### config.mk
export PLATFORM = sky130hd
export DESIGN_NAME = fu_issue_scheduler
export DESIGN_NICKNAME = d
export VERILOG_FILES = /design/src/rtl/fu_issue_scheduler.sv
export SDC_FILE = /design/constraint.sdc
export NUM_CORES = 1
export LEC_CHECK = 0
export CAP_MARGIN = 25
export CORE_MARGIN = 1.5
export CORE_UTILIZATION = 40
export DETAILED_ROUTE_END_ITERATION = 7
export PLACE_DENSITY = 0.56
export SLEW_MARGIN = 15
export SYNTH_ARGS = -nofsm -noshare
export SYNTH_HDL_FRONTEND = slang
export SYNTH_SLANG_ARGS = --single-unit
### constraint.sdc
create_clock -name clk -period 45.9 [get_ports clk]
set_clock_uncertainty 0.15 [all_clocks]
set_input_delay 13.77 -clock clk [delete_from_list [all_inputs] [get_ports clk]]
set_output_delay 13.77 -clock clk [all_outputs]
set_load 0.02 [all_outputs]
### src/rtl/fu_issue_scheduler.sv
// fu_issue_scheduler: picks ready RS entries for two ALUs and one load/store unit; optional perf counters under SCHED_PERF_CNT_EN
module fu_issue_scheduler #(
  parameter int N_ENTRIES = 16,
  parameter int IDX_W     = 4,
  parameter int ALU_LAT   = 1
) (
  input  logic                   clk,
  input  logic                   reset,
  input  logic [N_ENTRIES-1:0]   entry_ready,
  input  logic [N_ENTRIES-1:0]   entry_is_LS,
  input  logic                   ls_done,
  input  logic                   stall,
  output logic [2:0]             grant_valid,
  output logic [3*IDX_W-1:0]     grant_idx,
  output logic [N_ENTRIES-1:0]   issued_mask,
  output logic [2:0]             FU_ready
`ifdef SCHED_PERF_CNT_EN
  ,
  output logic [31:0]            issue_count,
  output logic [31:0]            stall_cycles
`endif
);
  logic [2:0]           busy_q, busy_d;
  logic [3:0]           cnt_q [2];
  logic [3:0]           cnt_d [2];
  logic [IDX_W-1:0]     alu_ptr_q, alu_ptr_d, ls_ptr_q, ls_ptr_d;
  logic [N_ENTRIES-1:0] alu_c, ls_c;
  logic [IDX_W:0]       a0, a1, l0;
  logic                 go;

  // First set bit of v scanning upward from p with wrap; MSB flags a hit
  function automatic logic [IDX_W:0] pick(input logic [N_ENTRIES-1:0] v, input logic [IDX_W-1:0] p);
    logic [IDX_W:0]   r;
    logic [IDX_W-1:0] j;
    r = '0;
    for (int k = N_ENTRIES-1; k >= 0; k--) begin
      j = p + IDX_W'(k);
      if (v[j]) r = {1'b1, j};
    end
    return r;
  endfunction

  assign alu_c    = entry_ready & ~entry_is_LS;
  assign ls_c     = entry_ready & entry_is_LS;
  assign go       = reset & ~stall;
  assign FU_ready = {~busy_q[2] | ls_done, ~busy_q[1:0]};

  // Candidate selection and grant outputs; FU2 takes the first ALU pick when FU1 is busy
  always_comb begin
    a0 = pick(alu_c, alu_ptr_q);
    a1 = pick(alu_c & ~(N_ENTRIES'(1) << a0[IDX_W-1:0]), a0[IDX_W-1:0] + IDX_W'(1));
    l0 = pick(ls_c, ls_ptr_q);
    grant_valid[0] = go & FU_ready[0] & a0[IDX_W];
    grant_valid[1] = go & FU_ready[1] & (FU_ready[0] ? a1[IDX_W] : a0[IDX_W]);
    grant_valid[2] = go & FU_ready[2] & l0[IDX_W];
    grant_idx = {l0[IDX_W-1:0], FU_ready[0] ? a1[IDX_W-1:0] : a0[IDX_W-1:0], a0[IDX_W-1:0]};
    issued_mask = '0;
    for (int f = 0; f < 3; f++)
      issued_mask = issued_mask | (grant_valid[f] ? N_ENTRIES'(1) << grant_idx[f*IDX_W +: IDX_W] : '0);
  end

  // Next FU busy state, latency counters and round-robin pointers
  always_comb begin
    busy_d = busy_q;
    cnt_d  = cnt_q;
    for (int f = 0; f < 2; f++) begin
      if (grant_valid[f]) begin
        busy_d[f] = 1'b1;
        cnt_d[f]  = 4'(ALU_LAT);
      end else if (busy_q[f] && !stall) begin
        cnt_d[f]  = cnt_q[f] - 4'd1;
        busy_d[f] = cnt_q[f] != 4'd1;
      end
    end
    busy_d[2] = grant_valid[2] | (busy_q[2] & ~ls_done);
    alu_ptr_d = grant_valid[1] ? grant_idx[2*IDX_W-1:IDX_W] + IDX_W'(1) :
                grant_valid[0] ? grant_idx[IDX_W-1:0] + IDX_W'(1) : alu_ptr_q;
    ls_ptr_d  = grant_valid[2] ? grant_idx[3*IDX_W-1:2*IDX_W] + IDX_W'(1) : ls_ptr_q;
  end

  // State registers, cleared asynchronously so in-flight work is dropped on reset
  always_ff @(posedge clk or negedge reset) begin
    if (!reset) begin
      busy_q    <= '0;
      cnt_q     <= '{default: '0};
      alu_ptr_q <= '0;
      ls_ptr_q  <= '0;
    end else begin
      busy_q    <= busy_d;
      cnt_q     <= cnt_d;
      alu_ptr_q <= alu_ptr_d;
      ls_ptr_q  <= ls_ptr_d;
    end
  end

`ifdef SCHED_PERF_CNT_EN
  // Grants issued and stalled cycles that had work waiting
  always_ff @(posedge clk or negedge reset) begin
    if (!reset) begin
      issue_count  <= '0;
      stall_cycles <= '0;
    end else begin
      issue_count  <= issue_count + 32'(grant_valid[0]) + 32'(grant_valid[1]) + 32'(grant_valid[2]);
      stall_cycles <= stall_cycles + 32'(stall & |entry_ready);
    end
  end
`endif
endmodule

## Word-level counts from Yosys, hierarchy flattened

Cells that the tools add are included.

- Register bits: 19
- Input port bits: 36
- Output and inout bits: 34

- $add $sub $neg: 50
- $lt $le $gt $ge: 48
- Equality and inequality tests: 2
- Shift-type cells: 3
- Multiplexer cells: 159
- Bitwise operators: 21
- Reduce and logical (&&, ||, !) cells: 6

Operators by type and width:

| kind | number |
|---|---|
| 4-bit by 5-bit < comparator with 1-bit output (second input constant) | 48 |
| 5-bit 2-to-1 mux | 48 |
| 1-bit binary-select mux with 4-bit select | 48 |
| 4-bit adder (second input constant) | 24 |
| 1-bit 2-to-1 mux | 53 |
| 4-bit by 3-bit adder with 4-bit output (second input constant) | 12 |
| 16-bit bitwise AND | 3 |
| 16-bit 2-to-1 mux | 3 |
| 1-bit by 4-bit left shift with 16-bit output (first input constant) | 3 |
| 16-bit inverter | 2 |
| 16-bit OR | 2 |
| 4-bit 2-to-1 mux | 7 |
| 4-bit by 1-bit adder with 4-bit output (second input constant) | 6 |
| 4-bit by 2-bit adder with 4-bit output (second input constant) | 6 |
| 1-bit bitwise AND | 8 |
| 4-bit by 1-bit != test with 1-bit output (second input constant) | 2 |
| 4-bit by 1-bit subtractor with 4-bit output (second input constant) | 2 |
| 2-bit nonzero test | 3 |
| 1-bit inverter | 3 |
| 1-bit logical AND | 2 |
| 2-bit inverter | 1 |
| 1-bit OR | 2 |
| 1-bit logical NOT | 1 |

## Logic depth before layout (Yosys ltp)

- Word-level depth: 46
- Mapped depth: 36
- Depth with buffers taken out: 28

## Worst setup path before layout

OpenSTA, ideal clock, no wires.

- Path kind: input to output
- Start point: in entry_is_LS[7]
- End point: out issued_mask[15]
- Arrival: 20.720 ns
- Data required time: 31.980 ns
- Slack: 11.260 ns
- Stages: 27
- Path through: or3b_1 -> and4_1 -> o41ai_1 -> and2_1 -> clkbuf_1 -> and3_1 -> a2bb2oi_1 -> a211oi_1 -> nor2_2 -> clkbuf_1 -> ha_1 -> ha_1 -> clkinv_1 -> ha_1 -> buf_1 -> clkinv_1 -> mux4_2 -> a211oi_1 -> o311ai_1 -> a2111o_1 -> a21oi_1 -> or2_1 -> and2_1 -> ha_1 -> ha_1 -> nand2_1 -> o21ai_0

- Longest elaborated chain between the ends: 46
- Elaborated cells between the ends (all ways): 178
- Classes of those cells: 16 x add/sub; 3 x shift; 149 x mux; 10 x bitwise

RTL lines:

| what | line | source |
|---|---|---|
| from (decl) | 10 | `input logic [N_ENTRIES-1:0] entry_is_LS,` |
| 16-bit inverter * | 43 | `assign alu_c = entry_ready & ~entry_is_LS;` |
| 16-bit bitwise AND * | 43 |  |
| 1-bit binary-select mux with 4-bit select | 38 | `if (v[j]) r = {1'b1, j};` |
| 1-bit 2-to-1 mux (implied by the code) | 38 |  |
| 5-bit 2-to-1 mux (15 in a row) | 38 |  |
| 5-bit 2-to-1 mux * | 38 |  |
| net grant_idx[1] | 14 | `output logic [3*IDX_W-1:0] grant_idx,` |
| parallel branches: the longest is 21 deep, another holds 4-bit by 1-bit adder with 4-bit output | - |  |
| 4-bit 2-to-1 mux * | 56 | `grant_idx = {l0[IDX_W-1:0], FU_ready[0] ? a1[IDX_W-1:0] : a0[IDX_W-1:0], a0[IDX_W-1:0]};` |
| net grant_idx[5] | 14 |  |
| 1-bit by 4-bit left shift with 16-bit output * | 59 | `issued_mask = issued_mask \| (grant_valid[f] ? N_ENTRIES'(1) << grant_idx[f*IDX_W +: IDX_W] : '0);` |
| 16-bit 2-to-1 mux * | 59 |  |
| 16-bit OR * (2 in a row) | 59 |  |
| to (decl) | 15 | `output logic [N_ENTRIES-1:0] issued_mask,` |

Mark *: on every way through the listed nets, which the timed path passes. The select of a mux whose other input is x is not followed.

## Worst setup path after layout

- Start point: in entry_ready[13]
- End point: out issued_mask[3]

- Longest elaborated chain between the ends: 45
- Elaborated cells between the ends (all ways): 177
- Classes of those cells: 16 x add/sub; 3 x shift; 149 x mux; 9 x bitwise

RTL lines:

| what | line | source |
|---|---|---|
| from (decl) | 9 | `input logic [N_ENTRIES-1:0] entry_ready,` |
| parallel branches: the longest is 44 deep, another holds 16-bit bitwise AND | - |  |
| 16-bit OR * | 59 |  |

Mark *: on every way between the ends. The select of a mux whose other input is x is not followed.

==> flow_summary.toml <==
[status]
outcome = "complete, no violations"

[worst_setup_path]
timing.critical_path.buf_inv = 4
timing.rr.start = "alu_ptr_q[0]$_DFFE_PN0P_"
startpoint = "entry_ready[13]"
cpMaxStageDelayCell = "o41ai_1"
worstPathRequired_ns = 31.98
critPathMaxStageDelay_ns = 0.96
reg2reg_depth = 26
critPathMostFrequentCell = "ha_1"
end_kind = "output pin"
arrival_ns = 22.74
crit_family = "compound AO/OA/AOI/OAI gates"
critPathLaunchType = "input pin"
cp.depth = 25
path_max_fanout = 14
path_class = "in2out"

[final_layout]
final_nets = 1259
stdcell_count = 1460
antennaDiodeCount = 0
drive_above_1_share_pct = 13.1
layout.cells.most_common_list = "nand2_1 (117), nor2_1 (75), clkdlybuf4s50_1 (69), o21ai_0 (66), a21oi_1 (51)"
final_common_cell = "nand2_1"
area_growth_pct = 10.2

[sta]
fin_crit_sh_pct = 79.9
hold_violations = 0
worst_slack_ns = 9.24
rsz0062_at_grt = "false"
maxSlewHeadroom_pct = 31.4
layout_min_cycle_time_ns = 36.66
tightest_slew_ns = 1.02
report.final.setup_viol = 0
setup_tns_ns = 0
hold_ws_ns = 0.358
slew_viol_final = 0
fmax_ghz = 0.0273

[logic_synthesis]
synth_area_um2 = 9070
synth_cells = 1154
syn_avg_cell_area_um2 = 7.86
synth_flop_cell = "dfrtp_1"
ys_seq_elements = 19
yosysWarningCount = 0
synth_enable_flop_cells = 0
synth_nets = 1232
yosysSeqAreaShare_pct = 5.24
ys_types = 113
synth-async-reset-ratio_pct = 100

[global_route]
grt_first_pass_wirelength_um = 53600
grt_pass1_vias = 9323
grtUsageTotal_pct = 28.3
grt_max_degree = 52
grt_overflow_total = 0
antenna_found_initial = 0

[die]
dieArea_um2 = 23600
io_pins = 70
die_h_um = 154
initial_core_util_pct = 41.2
placeableCoreArea_um2 = 22000
rows = 54
die_w_um = 154

[clock_network]
clkTransAtPathRegs_ns = 0.05
cts_setup_buffers = 0
cts_max_level = 1
cts_buffer_depth = 2
cts.sinks = 19
cts_hold_buf = 0
cts_buffers = 3
insertion_delay_ns = 0.25
root_buffer = "clkbuf_16"
cts_tree = "done"
post_cts_resized = 0

[run]
cap_violations = 0

[worst_hold_path]
min_path_type = "reg2reg"
min-delay-start = "busy_q[2]$_DFF_PN0_"
whs_path_depth = 2

[placed_design]
routabilityCongestion = 0.971
place_inst = 1453
port_buffers = 69
pre_cts_ws_ns = 9.07
dp_hpwl_um = 26700

[detailed_routing]
routed_wl_um = 34400
post_drt_wl_per_cell_um = 23.6
num_vias = 10200
dr.pass1.iters = 6
drc = 0
ant_nets = 0
first_iter_violations = 865
routed_via_density = 6.97
## cells in the mapped netlist, types with 8 or more instances
cell      count  area share [%]
ha_1         42             5.8
or4_1         9            0.74
o221ai_1     13             1.3
nor3_1       17            0.94
clkbuf_1     32             1.3
buf_1         8            0.33
xnor2_1      31             3.0
o22ai_1      18             1.2
and3_1       13            0.90
nand3_1      44             2.4
a211oi_1     22             1.8
o31ai_1       8            0.66
nand4_1      13            0.90
o21a_1        8            0.66
o211ai_1     21             1.7
o41ai_1       8            0.77
nand2b_1     27             1.9
mux2_2       16             2.0
inv_2         8            0.33
a21oi_1      51             2.8
nor2_1       75             3.1
and2_1       20             1.4
a22oi_1       9            0.74
buf_6         8            0.99
dfrtp_1      19             5.2
a32oi_1      11             1.1
a31oi_1       8            0.55
o21ai_0      66             3.6
nand2_1     117             4.8
nor4_1       25             1.7
buf_2        13            0.72
inv_1        31             1.3
xor2_1       13             1.3
nor2b_1      22             1.5
mux2i_1      50             5.5
mux4_2       49              12
or3_1         9            0.62
## per-stage QoR
stage	cell area, um2	util (%)
after floorplan	9070	-
after global placement	9870	44.8
after detailed placement	9870	44.8
after CTS	9950	45.2
after global routing	9990	45.4
final	9990	45.4
## logic make-up (layout without fill, tap and decap cells)
group / count (synthesis) / in the layout / synth area share, %
fa+ha+maj: 42 / 42 / 5.79
compound gates: 356 / 356 / 29.7
flops: 19 / 19 / 5.24
simple gates: 457 / 457 / 27.8
mux: 123 / 123 / 21.1
buf+inv: 111 / 137 / 5.81
xor+xnor: 46 / 46 / 4.61
## per-layer routing
metal  share of wire (%)  track usage, %
met5                   0               0
met4                 3.5            9.39
met3                 9.2            3.47
met2                  45            45.0
met1                  43            39.6
## worst register-to-register path: cells and delay by family, from the launching register on
kind | cells | cell delay (ns)
buffers and inverters | 5 | 2.12
adder cells (fa/ha/maj) | 6 | 2.94
AO/OA/AOI/OAI | 10 | 2.94
flip-flops | 1 | 0.32
multiplexers | 1 | 0.59
AND/OR/NAND/NOR | 4 | 1.07
## state kept, by name, indices dropped and copies added, names as in the netlist
name / count
ls_ptr_q: 4
cnt_q: 8
busy_q: 3
alu_ptr_q: 4
## worst paths after layout
| check | to | slack, ns |
|---|---|---|
| worst max-delay path | issued_mask[3] | 9.24 |
| worst min-delay path | busy_q[2]$_DFF_PN0_ | 0.36 |
| worst max register to register | alu_ptr_q[2]$_DFFE_PN0P_ | 35.67 |
| worst min register to register | busy_q[2]$_DFF_PN0_ | 0.36 |
| max in group asynchronous | alu_ptr_q[0]$_DFFE_PN0P_ | 31.56 |
| min in group asynchronous | cnt_q[3]$_DFFE_PN0P_ | 13.63 |
## cell type report
type	count	area, um2
well taps	280	350
clock buffers	4	78.8
fillers	2236	12000
flip-flops and latches	19	475
repair buffers	88	842
inverters	45	171
multi-input cells	1024	8080
Power is left out: the tool's default activity adds up to more than one toggle a clock period on the data nets, which glitch-free logic cannot reach.
